**config.mk**
```make
export PLATFORM = sky130hd
export DESIGN_NAME = mem_access_ctrl
export DESIGN_NICKNAME = d
export VERILOG_FILES = /design/src/rtl/mem_access_ctrl.sv
export SDC_FILE = /design/constraint.sdc
export NUM_CORES = 1
export LEC_CHECK = 0
export CAP_MARGIN = 20
export CORE_UTILIZATION = 44
export CTS_CLUSTER_SIZE = 40
export DETAILED_ROUTE_END_ITERATION = 10
export PLACE_DENSITY = 0.89
export SYNTH_ARGS = -nofsm -noshare
export SYNTH_HDL_FRONTEND = slang
export SYNTH_SLANG_ARGS = --single-unit
```
**constraint.sdc**
```tcl
create_clock -name clk -period 4.5 [get_ports clk]
set_input_delay 0.9 -clock clk [delete_from_list [all_inputs] [get_ports clk]]
set_output_delay 0.9 -clock clk [all_outputs]
set_load 0.005 [all_outputs]
```
**src/rtl/mem_access_ctrl.sv**
```systemverilog
// Load/store sequencer between the control FSM and the unified data-memory port.
// Define MISALIGN_TRAP_EN to reject misaligned halfword/word accesses instead of performing them.
module mem_access_ctrl #(
  parameter int unsigned TIMEOUT_CYCLES = 64
) (
  input  logic        clk,
  input  logic        rst_n,
  input  logic        req_valid,
  output logic        req_ready,
  input  logic        req_write,
  input  logic [2:0]  req_funct3,
  input  logic [31:0] req_addr,
  input  logic [31:0] req_wdata,
  output logic [31:0] mem_address,
  output logic        mem_read,
  output logic        mem_write,
  output logic [3:0]  mem_byte_enable,
  output logic [31:0] mem_wdata,
  input  logic        mem_resp,
  input  logic [31:0] mem_rdata,
  output logic [31:0] mdr_out,
  output logic [2:0]  dec_sel,
  output logic [31:0] dec_addr,
  output logic        done,
  output logic        err
);

  localparam int unsigned CW = $clog2(TIMEOUT_CYCLES);
  localparam logic [CW-1:0] CNT_LAST = CW'(TIMEOUT_CYCLES - 1);

  typedef enum logic [1:0] {IDLE, ACCESS, DONE} state_e;

  state_e        state_q, state_d;
  logic [CW-1:0] cnt_q, cnt_d;
  logic          write_q, write_d;
  logic          rd_q, rd_d;
  logic          wr_q, wr_d;
  logic [31:0]   addr_q, addr_d;
  logic [3:0]    be_q, be_d;
  logic [31:0]   wdata_q, wdata_d;
  logic [31:0]   mdr_q, mdr_d;
  logic [2:0]    dec_sel_q, dec_sel_d;
  logic [31:0]   dec_addr_q, dec_addr_d;
  logic          done_q, done_d;
  logic          err_q, err_d;

  logic          f3_ok;
  logic          legal;
  logic [3:0]    be_n;
  logic [31:0]   wdata_n;
  logic [2:0]    sel_n;

  // Request legality: stores only allow B/H/W, loads additionally BU/HU.
  always_comb begin
    if (req_write) f3_ok = (req_funct3 == 3'b000) || (req_funct3 == 3'b001) || (req_funct3 == 3'b010);
    else           f3_ok = !((req_funct3 == 3'b011) || (req_funct3[2:1] == 2'b11));
`ifdef MISALIGN_TRAP_EN
    case (req_funct3[1:0])
      2'b01:   legal = f3_ok && !req_addr[0];
      2'b10:   legal = f3_ok && (req_addr[1:0] == 2'b00);
      default: legal = f3_ok;
    endcase
`else
    legal = f3_ok;
`endif
  end

  always_comb begin
    be_n    = 4'b1111;
    wdata_n = req_wdata;
    if (req_write) begin
      case (req_funct3[1:0])
        2'b00: begin
          be_n    = 4'b0001 << req_addr[1:0];
          wdata_n = {4{req_wdata[7:0]}};
        end
        2'b01: begin
          be_n    = 4'b0011 << {req_addr[1], 1'b0};
          wdata_n = {2{req_wdata[15:0]}};
        end
        default: ;
      endcase
    end
  end

  always_comb begin
    case (req_funct3)
      3'b000:  sel_n = 3'd0;
      3'b001:  sel_n = 3'd1;
      3'b010:  sel_n = 3'd2;
      3'b100:  sel_n = 3'd3;
      3'b101:  sel_n = 3'd4;
      default: sel_n = 3'd0;
    endcase
  end

  always_comb begin
    state_d    = state_q;
    cnt_d      = cnt_q;
    write_d    = write_q;
    rd_d       = rd_q;
    wr_d       = wr_q;
    addr_d     = addr_q;
    be_d       = be_q;
    wdata_d    = wdata_q;
    mdr_d      = mdr_q;
    dec_sel_d  = dec_sel_q;
    dec_addr_d = dec_addr_q;
    done_d     = 1'b0;
    err_d      = 1'b0;
    case (state_q)
      IDLE: begin
        if (req_valid) begin
          write_d    = req_write;
          addr_d     = {req_addr[31:2], 2'b00};
          be_d       = be_n;
          wdata_d    = wdata_n;
          dec_sel_d  = sel_n;
          dec_addr_d = req_addr;
          cnt_d      = '0;
          if (legal) begin
            state_d = ACCESS;
            rd_d    = !req_write;
            wr_d    = req_write;
          end else begin
            state_d = DONE;
            done_d  = 1'b1;
            err_d   = 1'b1;
          end
        end
      end
      ACCESS: begin
        // A response on the terminal-count cycle still completes normally.
        if (mem_resp) begin
          rd_d    = 1'b0;
          wr_d    = 1'b0;
          if (!write_q) mdr_d = mem_rdata;
          state_d = DONE;
          done_d  = 1'b1;
        end else if (cnt_q == CNT_LAST) begin
          rd_d    = 1'b0;
          wr_d    = 1'b0;
          state_d = DONE;
          done_d  = 1'b1;
          err_d   = 1'b1;
        end else begin
          cnt_d = cnt_q + 1'b1;
        end
      end
      DONE:    state_d = IDLE;
      default: state_d = IDLE;
    endcase
  end

  always_ff @(posedge clk or negedge rst_n) begin
    if (!rst_n) begin
      state_q    <= IDLE;
      cnt_q      <= '0;
      write_q    <= 1'b0;
      rd_q       <= 1'b0;
      wr_q       <= 1'b0;
      addr_q     <= '0;
      be_q       <= '0;
      wdata_q    <= '0;
      mdr_q      <= '0;
      dec_sel_q  <= '0;
      dec_addr_q <= '0;
      done_q     <= 1'b0;
      err_q      <= 1'b0;
    end else begin
      state_q    <= state_d;
      cnt_q      <= cnt_d;
      write_q    <= write_d;
      rd_q       <= rd_d;
      wr_q       <= wr_d;
      addr_q     <= addr_d;
      be_q       <= be_d;
      wdata_q    <= wdata_d;
      mdr_q      <= mdr_d;
      dec_sel_q  <= dec_sel_d;
      dec_addr_q <= dec_addr_d;
      done_q     <= done_d;
      err_q      <= err_d;
    end
  end

  assign req_ready       = (state_q == IDLE);
  assign mem_address     = addr_q;
  assign mem_read        = rd_q;
  assign mem_write       = wr_q;
  assign mem_byte_enable = be_q;
  assign mem_wdata       = wdata_q;
  assign mdr_out         = mdr_q;
  assign dec_sel         = dec_sel_q;
  assign dec_addr        = dec_addr_q;
  assign done            = done_q;
  assign err             = err_q;

endmodule

```
==> flow_summary.json, run 1 <==
{
  "grt-ovfl-total": 0,
  "path_class": "input port to register",
  "clk_latency_ns": 0.41,
  "cap_violations": 0,
  "vdd_drop_max_mv": 0.369,
  "synth_top_flop_cell": "dfrtp_1",
  "synth_top_area_share_pct": 56.4,
  "diodes": 0,
  "fp.dieArea_mm2": 0.0121,
  "vias_per_cell": 4.98,
  "finalCritPeriodShare_pct": 60.8,
  "maxSlewViolCount": 0,
  "slew_headroom_pct": 32.7,
  "synth_top_area_cell": "dfrtp_1",
  "h-tree-depth": 4,
  "start_util_pct": 45.0,
  "min_period_ns": 2.74,
  "wl_per_cell_um": 15.7,
  "hold_violations": 0,
  "end_kind": "register",
  "hold_path_class": "input port to async pin",
  "fin_tns_setup_ns": 0,
  "holdBufCountCts": 0,
  "drt-initial-drc-count": 215,
  "status": "complete, no violations",
  "grt_max_degree": 91,
  "slowest_stage": "clkdlybuf4s50_1",
  "dp_hpwl_mm": 9.55,
  "syn_area_mm2": 0.00514,
  "holdWs_ns": 0.470,
  "clk_pin_slew_ns": 0.05,
  "cts.repair.resized": 0,
  "stdcell_area_mm2": 0.00807,
  "drt-total-wl_mm": 13.6,
  "synthArstFlopShare_pct": 100,
  "start_kind": "input port",
  "cts_setup_buffers": 0,
  "worst_pin_slew_ns": 1.01,
  "layout-drive-gt1-share_pct": 9.86,
  "drt_first_pass_iters": 4,
  "yosys-top-cells-area": "dfrtp_1, nand2_1, mux2_2, buf_4, mux2i_1",
  "leakagePower_nw": 3.57,
  "ys_types": 40,
  "grt_usage_pct": 22.5,
  "crit_family": "buffers and inverters",
  "grt_pass1_vias": 4211,
  "cts_sinks": 116,
  "crit_buf_inv": 1,
  "io_pins": 244,
  "root_buffer": "clkbuf_16",
  "dp.cells": 830,
  "path_max_fanout": 24,
  "ys_ff_latch": 116,
  "antenna_found_initial": 0,
  "grt_setup_unrepaired": "no",
  "p_per_area_mw_per_mm2": 592,
  "skew_ns": 0.00741,
  "cts_tree": "built",
  "cp.required_ns": 4.78,
  "seq_area_frac_synth_pct": 56.4,
  "post-route-drc-count": 0,
  "grt_first_pass_wirelength_mm": 20.6,
  "worstPathArrival_ns": 3.02,
  "synth_edf_count": 0,
  "cts_buffers": 17,
  "syn_to_final_growth_pct": 56.9,
  "place_area_mm2": 0.00738,
  "io_buffers": 241,
  "nets": 812,
  "crit_path_max_incr_delay_ns": 1.00,
  "die_h_um": 110,
  "rows": 39,
  "core_mm2": 0.0114,
  "power_w": 0.00478,
  "cts_buffer_depth": 2,
  "synthCells": 500,
  "synth_area_per_cell_um2": 10.3,
  "gp_congestion": 0.797,
  "vias": 4298,
  "yosys_warnings": 0,
  "max_freq_mhz": 365,
  "final_cells": 863,
  "worstPathCellList": "clkdlybuf4s50_1, a21oi_1, o21ai_0, mux2_2",
  "ant_nets": 0,
  "fp.dieW_um": 110,
  "setup_viol": 0
}
==> per-stage QoR <==
step,utilization [%],setup slack (ns)
after detailed placement,64.6,1.42
after global placement,64.6,1.46
after CTS,70.4,1.81
final,70.7,1.76
after floorplan,-,2.55
after global routing,70.7,1.66
==> cell families after synthesis <==
logic type,synth area share (%)
compound gates,7.49
xor+xnor,0.341
fa+ha+maj,0.243
buf+inv,7.98
flops,56.4
mux,9.56
other cells,0.0729
simple gates,17.9
==> cells in the mapped netlist, drive strengths merged (3+ instances only) <==
| library cell | count |
|---|---|
| nand2b | 3 |
| dfrtp | 116 |
| nor3b | 4 |
| a21oi | 5 |
| a31oi | 11 |
| nand2 | 165 |
| o21ai | 14 |
| clkbuf | 10 |
| nor2 | 21 |
| inv | 3 |
| buf | 50 |
| mux2i | 12 |
| mux2 | 33 |
| o31ai | 12 |
| a211oi | 8 |
| nor2b | 9 |
==> cell type report <==
type / count / area [µm²]
Fill cell: 843 / 3350
Sequential cell: 116 / 2900
Clock buffer: 23 / 488
Tap cell: 143 / 179
Multi-Input combinational cell: 322 / 1840
Clock inverter: 9 / 173
Timing Repair Buffer: 247 / 2470
Inverter: 3 / 11.3
==> path summary, 6_finish.rpt <==
check,startpoint,endpoint,slack (ns),cells past startpoint
worst max-delay path,req_funct3[0],mem_write,1.76,4
worst min-delay path,rst_n,dec_addr[12],0.47,1
worst max register to register,state_q[0],mem_write,2.46,4
worst min register to register,mem_wdata[6],mem_wdata[6],0.47,2
max in group asynchronous,rst_n,done,3.25,2
min in group clk,mem_wdata[6],mem_wdata[6],0.47,2
==> cells in the final DEF, fill, tap and decap left out, drive strengths merged, types with 4 or more instances in the layout <==
cell type,synthesis,layout
mux2i,12,12
buf,50,7
o31ai,12,12
nor2,21,21
mux2,33,33
nor3b,4,4
nor2b,9,9
a31oi,11,11
a211oi,8,8
nand2,165,165
bufinv,0,5
clkdlybuf4s50,0,240
dfrtp,116,116
o21ai,14,14
a21oi,5,5
clkbuf,10,23
==> flip-flops by register name (all words and copies together) (netlist names) <==
register,cells
done,1
write_q,1
dec_addr,32
err,1
mem_read,1
mem_wdata,32
cnt_q,6
state_q,2
dec_sel,3
mem_write,1
mem_byte_enable,4
mdr_out,32
==> layer usage <==
layer | GRT usage (%) | vias up | part of all wire [%]
met5 | 0 | - | 0
met4 | 7.52 | 0 | 1.2
met3 | 8.29 | 15 | 8.8
met2 | 39.6 | 175 | 52
met1 | 25.3 | 2068 | 38
li1 | - | 2040 | -
==> where the power goes <==
part | total (W) | internal, W | leakage [nW] | switching (W)
Clock | 0.00149 | 0.00104 | 0.323 | 0.000453
Sequential | 0.00167 | 0.00142 | 1.42 | 0.000247
Combinational | 0.00162 | 0.00107 | 1.83 | 0.000545
Total | 0.00478 | 0.00353 | 3.57 | 0.00124
==> worst register-to-register path, stage by stage (launching register included) <==
cell and delay, ns:
dfrtp_1 0.48, nor3b_2 0.22, buf_4 0.52, o21ai_0 0.34, mux2_2 0.35
Note: power is estimated with default switching activity, not from simulation.
==> run 2: changes to the inputs <==
--- a/config.mk
+++ b/config.mk
@@ -6,10 +6,10 @@
 export NUM_CORES = 1
 export LEC_CHECK = 0
 export CAP_MARGIN = 20
-export CORE_UTILIZATION = 44
+export CORE_UTILIZATION = 41
 export CTS_CLUSTER_SIZE = 40
 export DETAILED_ROUTE_END_ITERATION = 10
-export PLACE_DENSITY = 0.89
+export PLACE_DENSITY = 0.84
 export SYNTH_ARGS = -nofsm -noshare
 export SYNTH_HDL_FRONTEND = slang
 export SYNTH_SLANG_ARGS = --single-unit
==> constraint.sdc (replaced) <==
create_clock -name clk -period 2.7 [get_ports clk]
set_input_delay 0.54 -clock clk [delete_from_list [all_inputs] [get_ports clk]]
set_output_delay 0.54 -clock clk [all_outputs]
set_load 0.005 [all_outputs]
==> run 2 against run 1 <==
Count of clock-buffer cells in the layout decreased by 4; global-route usage decreased by 0.90 points; cell count increased by 3.4%; first-iteration DRC count decreased by 25%; non-clock buffer count increased by 4; die area increased by 7.2%; critical path depth decreased by 2; final area decreased by 0.25%; sequential share of layout area increased by 0.089 points; largest cell class unchanged; largest power group unchanged.
==> flow_summary.json, run 2 (synthesis results as in run 1) <==
{
  "end_kind": "output port",
  "min_period_ns": 2.09,
  "drt_first_pass_iters": 4,
  "cts_setup_buffers": 0,
  "start_util_pct": 42.5,
  "cap_violations": 0,
  "grt-ovfl-total": 0,
  "fp.dieArea_mm2": 0.0130,
  "h-tree-depth": 4,
  "path_class": "register to output port",
  "dp.cells": 860,
  "cts_buffers": 17,
  "cts.repair.resized": 0,
  "wl_met2_mm": 7.11,
  "grt_setup_unrepaired": "no",
  "cts_buffer_depth": 2,
  "grt_usage_pct": 21.6,
  "ant_nets": 0,
  "grt_pass1_vias": 4389,
  "max_freq_mhz": 477,
  "dp_hpwl_mm": 9.93,
  "diodes": 0,
  "maxSlewViolCount": 0,
  "final_cells": 892,
  "vdd_drop_max_mv": 0.456,
  "p_per_area_mw_per_mm2": 956,
  "clk_pin_slew_ns": 0.06,
  "worst_slack_ns": 0.606,
  "io_buffers": 241,
  "slew_headroom_pct": 31.3,
  "post-route-drc-count": 0,
  "core_mm2": 0.0121,
  "io_pins": 244,
  "start_kind": "register",
  "leakagePower_nw": 3.55,
  "setup_viol": 0,
  "grt_max_degree": 91,
  "routed-wl-met3_um": 905,
  "final_cell_mix": "clkdlybuf4s50_1, nand2_1, dfrtp_1",
  "drt-met1-wl_mm": 5.45,
  "rows": 40,
  "drt-total-wl_mm": 13.7,
  "cp.required_ns": 2.16,
  "worst_pin_slew_ns": 1.03,
  "fp.dieW_um": 114,
  "wl_per_cell_um": 15.4,
  "drt-initial-drc-count": 161,
  "final_common_cell": "clkdlybuf4s50_1",
  "status": "complete, no violations",
  "worstPathArrival_ns": 1.55,
  "nets": 816,
  "finalCritPeriodShare_pct": 77.6,
  "vias": 4375,
  "antenna_found_initial": 0,
  "gp_congestion": 0.787,
  "hold_violations": 0,
  "fin_tns_setup_ns": 0,
  "grt_first_pass_wirelength_mm": 21.5,
  "dr.max_layer_used": "met4",
  "cts_sinks": 116,
  "cts_tree": "built",
  "skew_ns": 0.00801,
  "layout-drive-gt1-share_pct": 10.6,
  "clk_latency_ns": 0.41,
  "holdBufCountCts": 0,
  "pre_cts_ws_ns": 0.322,
  "path_max_fanout": 8,
  "hold_path_class": "input port to async pin",
  "vias_per_cell": 4.90,
  "utilization_pct": 66.5,
  "syn_to_final_growth_pct": 56.5,
  "die_h_um": 114,
  "root_buffer": "clkbuf_16"
}
## run 2: worst max-delay path, cell delays in order, from the launching register on
cell,delay (ns)
dfrtp_1,0.48
nor2_1,0.13
clkdlybuf4s50_1,0.53
## run 2: routing by layer
layer,track usage [%],up-vias
met5,0,-
met4,9.26,0
met3,7.12,27
met2,37.2,192
met1,24.6,2105
li1,-,2051
## run 2: where the power goes
| group | internal (W) | switching, W | total (W) | leakage, nW |
|---|---|---|---|---|
| Combinational | 0.00179 | 0.000931 | 0.00272 | 1.84 |
| Sequential | 0.00237 | 0.000411 | 0.00278 | 1.42 |
| Clock | 0.00140 | 0.000795 | 0.00219 | 0.284 |
## run 2: cell type report
type / count / area (µm²)
clock buffers: 19 / 453
clock inverters: 13 / 134
fillers: 935 / 4060
inverters: 3 / 11.3
multi-input cells: 322 / 1840
flip-flops and latches: 116 / 2900
well taps: 168 / 210
repair buffers: 251 / 2500
## run 2: final timing paths
path / start / to / slack [ns] / depth (start not counted)
setup / recovery: state_q[0] / req_ready / 0.61 / 2
hold / removal: rst_n / mdr_out[14] / 0.11 / 1
setup reg to reg: state_q[0] / mem_byte_enable[2] / 0.86 / 2
hold reg to reg: mem_wdata[6] / mem_wdata[6] / 0.47 / 2
max in group asynchronous: rst_n / mem_wdata[13] / 1.85 / 2
min in group clk: mem_wdata[6] / mem_wdata[6] / 0.47 / 2
## run 2: per-stage QoR
stage	total power (W)	instance area (µm²)	hold slack [ns]
after floorplan	0.00379	5150	0.244
after global placement	0.00542	7460	0.460
after detailed placement	0.00554	7460	0.467
after CTS	0.00777	8050	0.120
after global routing	0.00812	8050	0.137
final	0.00770	8050	0.114
==> run 3: changes to the inputs <==
--- a/config.mk
+++ b/config.mk
@@ -6,10 +6,10 @@
 export NUM_CORES = 1
 export LEC_CHECK = 0
 export CAP_MARGIN = 20
-export CORE_UTILIZATION = 41
+export CORE_UTILIZATION = 37
 export CTS_CLUSTER_SIZE = 40
 export DETAILED_ROUTE_END_ITERATION = 10
-export PLACE_DENSITY = 0.84
+export PLACE_DENSITY = 0.81
 export SYNTH_ARGS = -nofsm -noshare
 export SYNTH_HDL_FRONTEND = slang
 export SYNTH_SLANG_ARGS = --single-unit
==> constraint.sdc (replaced) <==
create_clock -name clk -period 1.75 [get_ports clk]
set_input_delay 0.35 -clock clk [delete_from_list [all_inputs] [get_ports clk]]
set_output_delay 0.35 -clock clk [all_outputs]
set_load 0.005 [all_outputs]
==> run 3 against run 2 <==
Routed wire length grew 3.4%; largest power group is now combinational logic; via count about the same; critical path depth fell by 1; critical path type unchanged; cell count is 3.5% higher.
==> flow_summary.json, run 3 (synthesis results as in run 1) <==
{
  "drt-total-wl_mm": 14.2,
  "grt_first_pass_wirelength_mm": 22.9,
  "fin_tns_setup_ns": 0,
  "cts_buffers": 17,
  "final_common_cell": "clkdlybuf4s50_1",
  "min_period_ns": 1.68,
  "rows": 42,
  "diodes": 0,
  "holdWs_ns": 0.402,
  "wl_met2_mm": 7.15,
  "swShare_pct": 26.7,
  "end_kind": "output port",
  "cts_buffer_depth": 2,
  "p_switching_w": 0.00318,
  "start_kind": "register",
  "ff2ff_path_depth": 5,
  "grt_pass1_vias": 4508,
  "slowest_stage": "clkdlybuf4s50_1",
  "status": "complete, no violations",
  "grt_setup_unrepaired": "no",
  "grt_max_degree": 49,
  "cts_sinks": 116,
  "crit_family": "buffers and inverters",
  "reg2reg_slack_ns": 0.08,
  "finalCritPeriodShare_pct": 96.1,
  "path_depth": 1,
  "slew_headroom_pct": 66.3,
  "vias_per_cell": 4.74,
  "crit_buf_inv": 1,
  "drt-initial-drc-count": 158,
  "vdd_drop_max_mv": 0.718,
  "hold_path_class": "input port to async pin",
  "cp.required_ns": 1.40,
  "worst_pin_slew_ns": 0.501,
  "cts_tree": "built",
  "final_cell_mix": "clkdlybuf4s50_1, nand2_1, dfrtp_1",
  "ant_nets": 0,
  "drt-met1-wl_mm": 5.81,
  "crit_start": "dec_addr[14]",
  "skew_ns": 0.00450,
  "fp.dieW_um": 120,
  "grt-ovfl-total": 0,
  "pwr-share-seq_pct": 36.0,
  "drt_first_pass_iters": 4,
  "hold_violations": 0,
  "dp.cells": 890,
  "dp_hpwl_mm": 10.7,
  "leakagePower_nw": 3.69,
  "io_pins": 244,
  "h-tree-depth": 4,
  "fp.dieArea_mm2": 0.0144,
  "layout-drive-gt1-share_pct": 13.1,
  "clk_pin_slew_ns": 0.05,
  "r2r_start": "state_q[1]",
  "path_class": "register to output port",
  "n_fill_cell": 1071,
  "crit_path_max_incr_delay_ns": 0.54,
  "intPower_w": 0.00874,
  "place_area_mm2": 0.00767,
  "rr_endpoint": "mdr_out[20]",
  "setup_viol": 0,
  "stdcell_area_mm2": 0.00828,
  "routed-wl-met3_um": 960,
  "p_per_area_mw_per_mm2": 1440,
  "core_mm2": 0.0134,
  "syn_to_final_growth_pct": 61.0,
  "nets": 842,
  "endpoint": "mem_address[14]",
  "path_max_fanout": 3,
  "cap_violations": 0,
  "p_clk_share_pct": 27.7,
  "start_util_pct": 38.4,
  "maxSlewViolCount": 0,
  "vias": 4377,
  "root_buffer": "clkbuf_16",
  "worstPathCellList": "clkdlybuf4s50_1",
  "p_comb_share_pct": 36.3,
  "dr.max_layer_used": "met4",
  "die_h_um": 120,
  "post-route-drc-count": 0,
  "max_freq_mhz": 594,
  "gp_congestion": 0.819,
  "wl_per_cell_um": 15.4,
  "io_buffers": 241,
  "utilization_pct": 61.8,
  "clk_latency_ns": 0.41,
  "worstPathArrival_ns": 1.33,
  "antenna_found_initial": 0,
  "grt_usage_pct": 20.6,
  "final_cells": 923
}
## run 3: cell count changes in the layout (fill, tap and decap cells not counted), sizes merged
cell           before  now
dlygate4sd3         0    1
clkbuf             19   24
clkinv              8    3
clkinvlp            3    0
dlymetal6s2s        0    1
dlygate4sd2         0    1
buf                11   36
clkdlybuf4s50     240  238
## run 3: metrics by stage
step / total power [W] / setup WS (ns)
after floorplan: 0.00584 / 0.222
after global placement: 0.00851 / -0.180
after detailed placement: 0.00869 / -0.221
after CTS: 0.0121 / 0.0110
after global routing: 0.0126 / 0.00839
final: 0.0119 / 0.0674
## run 3: worst min path at each step
stage | from | end | slack [ns] | depth (start not counted)
floorplan | rst_n | cnt_q[0] | 0.05 | 0
global placement | rst_n | dec_addr[20] | 0.29 | 1
detailed placement | rst_n | dec_addr[28] | 0.29 | 1
CTS | rst_n | dec_addr[28] | 0.40 | 2
global route | rst_n | dec_addr[22] | 0.43 | 2
finish | rst_n | dec_addr[28] | 0.40 | 2
## run 3: layer usage
metal | GRT usage [%] | vias to the layer above
li1 | - | 2103
met2 | 34.9 | 170
met1 | 24.2 | 2081
met5 | 0 | -
met3 | 6.32 | 23
met4 | 8.52 | 0
## run 3: area by class of cell
cell class / instances / area, µm² / area share [%]
clock buffer: 24 / 492 / 5.94
clock inverter: 5 / 75.1 / 0.907
inverter: 3 / 11.3 / 0.136
multi-input combinational: 322 / 1840 / 22.2
sequential: 116 / 2910 / 35.1
tap: 176 / 220 / 2.66
timing repair buffer: 277 / 2730 / 33.0
## run 3: repair_timing
action                                 4_1_cts  5_1_grt
resized for setup                            3        1
endpoints found under the hold margin       21        0
hold buffers                                 1        0
buffers inserted                             2        1
setup endpoints to repair                    1        2
## run 3: power by group through the flow
stage	Clock (W)	Sequential (W)	Combinational, W
floorplan	0	0.00432	0.00153
global placement	0	0.00429	0.00422
detailed placement	0	0.00435	0.00434
CTS	0.00338	0.00431	0.00439
global route	0.00351	0.00442	0.00469
finish	0.00331	0.00429	0.00433
==> variant 1: new RTL, config.mk and constraints of run 3 <==
Register the output `err` once more, without a reset; this adds one clock of latency there. The other outputs are not delayed to match.
--- a/src/rtl/mem_access_ctrl.sv
+++ b/src/rtl/mem_access_ctrl.sv
@@ -194,7 +194,9 @@
   assign dec_sel         = dec_sel_q;
   assign dec_addr        = dec_addr_q;
   assign done            = done_q;
-  assign err             = err_q;
+  always_ff @(posedge clk) begin
+    err <= err_q;
+  end
 
 endmodule
 
Function: changed (Yosys sat finds a counterexample within 4 cycles, from zero or initial values and one cycle with rst_n low).
==> variant 1 against run 3 <==
  * Setup slack improved by 9.0 ps
  * Wire length rose by 0.69%
  * Power rose by 2.1%
  * Synthesized area rose by 0.39%
  * Final area rose by 0.48%
  * Synthesized cell count rose by 0.20%
  * Sequential cell count rose by 1
  * Clock power rose by 6%
  * Clock skew rose by 4.7 ps
  * Largest power group unchanged
  * Highest routed layer unchanged
==> variant 1: results (changes against run 3) <==
stage	metric	value	unit	change
logic_synthesis	area share of fa/ha/maj cells after synthesis	0.2424	%	-0.00094 points
status	status	complete, no violations		
logic_synthesis	XOR/XNOR Fraction of Synth Area	0.3393	%	-0.0013 points
placement	DP Area	7702	um^2	+0.36%
timing	post-route clock skew	9.233	ps	+4.735 ps
logic_synthesis	ranking of synthesized cells by area	dfrtp_1, nand2_1, mux2_2, buf_4, mux2i_1		
logic_synthesis	complex-gate fraction of the synthesized area	7.465	%	-0.029 points
power	Max rail drop VDD	0.8600	mV	+20%
power	Psw	0.003245	W	+1.9%
drt	DR iter-0 viols	183		+16%
global_routing	pin count of the biggest net entering global routing	62		+27%
global_routing	first-pass GRT wire length	22.39	mm	-2.2%
logic_synthesis	ys async rst share	99.15	%	-0.85 points
power	Internal Dissipation	0.008929	W	+2.2%
placement	post-DP HPWL	10.49	mm	-1.8%
global_routing	vias in the first global route	4619		+2.5%
timing	Slew headroom	55.16	%	-11 points
logic_synthesis	post-synthesis mux area share	9.525	%	-0.037 points
hold_path	worst min path class	flop to flop		
placement	placed cells	887		-0.34%
layout	fraction of layout cells with a size suffix above 1	12.48	%	-0.64 points
power	P_clk	0.00350	W	+6%
logic_synthesis	Yosys cell types	41		+2.5%
logic_synthesis	Post-Syn Instances	501		+0.20%
placement	post-place setup slack	-102.4	ps	+118.3 ps
drt	Final Routed Wirelength	14.30	mm	+0.69%
logic_synthesis	register area share after synthesis	56.62	%	+0.17 points
placement	RD Place Congestion	0.8159		-0.38%
global_routing	All-Layer GR Usage	19.96	%	-0.62 points
-- variant 1: cell count changes after synthesis --
cell / before / now
dfxtp_1: 0 / 1
-- variant 1: routing by layer --
metal  track usage (%)  vias to the layer above  wire length [um]
li1                  -                     2100                 -
met3             7.034                       15              1202
met2             35.49                      199              7229
met4             7.109                        0               225
met5                 0                        -                 0
met1             21.78                     2127              5638
-- variant 1: worst reg2reg max path, delay by kind of cell (launching register included) --
| family | cells | cell delay, ps |
|---|---|---|
| flops | 1 | 400 |
| buf+inv | 2 | 350 |
| compound gates | 1 | 300 |
| simple gates | 1 | 440 |
-- variant 1: area by class of cell --
| type | instances | area [um^2] |
|---|---|---|
| Clock buffer | 21 | 440.4 |
| Clock inverter | 11 | 157.7 |
| Fill cell | 1083 | 5082 |
| Inverter | 3 | 11.26 |
| Multi-Input combinational cell | 322 | 1841 |
| Sequential cell | 117 | 2924 |
| Tap cell | 176 | 220.2 |
| Timing Repair Buffer | 271 | 2724 |
-- variant 1: final timing paths --
| check | start | endpoint | slack (ps) |
|---|---|---|---|
| worst max-delay path | dec_addr[21]$_DFFE_PN0P_ | mem_address[21] | 80 |
| worst min-delay path | err_q$_DFF_PN0_ | err$_DFF_P_ | 350 |
| worst max register to register | state_q[0]$_DFFE_PN0P_ | mem_wdata[26]$_DFFE_PN0P_ | 150 |
| worst min register to register | err_q$_DFF_PN0_ | err$_DFF_P_ | 350 |
| max in group asynchronous | rst_n | dec_addr[11]$_DFFE_PN0P_ | 630 |
| min in group asynchronous | rst_n | mdr_out[25]$_DFFE_PN0P_ | 500 |
-- variant 1: repair_timing --
action | in CTS | in global routing
setup buffers | 1 | 0
hold buffers | 1 | 0
resized for setup | 2 | 1
setup endpoints to repair | 1 | 1
hold endpoints to repair | 61 | 0
==> variant 2: new RTL, settings of run 3 <==
Made on the original files. The parameter `TIMEOUT_CYCLES` goes from 64 to 32.
--- a/src/rtl/mem_access_ctrl.sv
+++ b/src/rtl/mem_access_ctrl.sv
@@ -1,7 +1,7 @@
 // Load/store sequencer between the control FSM and the unified data-memory port.
 // Define MISALIGN_TRAP_EN to reject misaligned halfword/word accesses instead of performing them.
 module mem_access_ctrl #(
-  parameter int unsigned TIMEOUT_CYCLES = 64
+  parameter int unsigned TIMEOUT_CYCLES = 32
 ) (
   input  logic        clk,
   input  logic        rst_n,
Check against the original RTL: no difference found for any inputs over 4 cycles, from zero or initial values and one cycle with rst_n low; that may be too few to reach the edited logic, so the function may still have changed.
==> variant 2 against run 3 <==
  * Register-to-register slack lost 300 ps
  * Sequential power is 2% lower
  * Largest power group unchanged
  * Die area is 2.5% lower
  * Synthesized area fell by 2.5%
  * Final area is 0.70% higher
  * Largest cell class unchanged
  * Sequential cell count shrank 1
  * The run now ends with setup timing left
  * Non-clock buffer count rose by 7
  * Critical path type is now flop to flop
  * Wire length is 2.4% higher
  * Cell count shrank 0.11%
  * Setup slack lost 290 ps
  * Power is 0.93% higher
  * Utilization grew 1.2 points
==> variant 2: results (changes against run 3) <==
stage	metric	value	unit	change
cts	PostCTS Resize Cnt	10		+7
logic_synthesis	register area share after synthesis	57.40	%	+0.95 points
cts	Root Driver	clkbuf_16		
global_routing	All-Layer GR Usage	21.50	%	+0.91 points
timing	setup ws final	-221.3	ps	-288.7 ps
power	Lkg Pwr	3.738	nW	+1.2%
cts	CTS Buf Count	17		unchanged
global_routing	pin count of the biggest net entering global routing	116		+140%
logic_synthesis	synth cell count leaders	nand2_1, dfrtp_1, buf_4		
layout	Finished Layout Cells	922		-0.11%
logic_synthesis	Yosys cell types	34		-15%
power	Max rail drop VDD	0.6933	mV	-3.4%
setup_path	crit-path leading delay family	simple AND/OR/NAND/NOR gates		
global_routing	first-pass GRT wire length	22.87	mm	about the same
placement	post-DP HPWL	10.72	mm	+0.40%
placement	post-place setup slack	-242.9	ps	-22.24 ps
layout	ANT cells	0		unchanged
setup_path	crit path launch	cnt_q[0]$_DFFE_PN0P_		
timing	total negative slack	-817.5	ps	-817.5 ps
logic_synthesis	ranking of synthesized cells by area	dfrtp_1, nand2_1, mux2_2, buf_4, mux2i_1		
cts	Clk Latency, worst-skew pair	410	ps	about the same
drt	Final Routed Wirelength	14.55	mm	+2.4%
logic_synthesis	Post-Syn Instances	488		-2.4%
status	failing checks	setup timing		
setup_path	CP max-delay cell	or4b_4		
setup_path	Worst path max stage delay	500	ps	-40 ps
timing	setup violators final	6		+6
layout	Final #Nets	840		-0.24%
drt	1st-pass router iterations	5		+1
timing	post-route clock skew	7.568	ps	+3.070 ps
global_routing	vias in the first global route	4428		-1.8%
cts	Post-CTS Setup Inserts	6		+4
status	status	finished with violations		
## variant 2: cell families after synthesis
kind of cell | Yosys count | share of synthesized area, %
compound gates | 56 | 7.188
xor+xnor | 2 | 0.3495
fa+ha+maj | 2 | 0.4990
buf+inv | 61 | 7.612
flops | 115 | 57.40
mux | 43 | 9.384
other cells | 1 | 0.07480
simple gates | 208 | 17.49
## variant 2: final timing paths
kind	end	slack (ps)	cells after the start
setup / recovery	cnt_q[4]$_DFFE_PN0P_	-220	6
setup reg to reg	cnt_q[4]$_DFFE_PN0P_	-220	6
max in group asynchronous	state_q[0]$_DFFE_PN0P_	1260	2
hold reg to reg	mem_wdata[28]$_DFFE_PN0P_	470	2
hold / removal	dec_addr[24]$_DFFE_PN0P_	30	2
min in group clk	dec_addr[30]$_DFFE_PN0P_	470	3
## variant 2: per-layer routing
| layer | routed length (um) | vias to the layer above | GRT usage, % |
|---|---|---|---|
| li1 | - | 2070 | - |
| met1 | 6058 | 2066 | 25.14 |
| met2 | 7108 | 184 | 35.15 |
| met3 | 1026 | 28 | 7.722 |
| met4 | 351 | 0 | 10.21 |
| met5 | 0 | - | 0 |
## variant 2: final cells by class
| class | instances | area (um^2) |
|---|---|---|
| Timing Repair Buffer | 284 | 2775 |
| Multi-Input combinational cell | 313 | 1823 |
| Inverter | 3 | 11.26 |
| Clock buffer | 21 | 470.5 |
| Clock inverter | 10 | 155.1 |
| Sequential cell | 115 | 2880 |
| Tap cell | 176 | 220.2 |
| Fill cell | 1050 | 4907 |
## variant 2: where the power goes
part	leakage (nW)	total [W]	internal, W	switching, W
combinational	2.03	0.00421	0.00277	0.00144
sequential	1.40	0.00420	0.00360	0.000604
clock	0.305	0.00362	0.00247	0.00115
total	3.74	0.0120	0.00885	0.00319
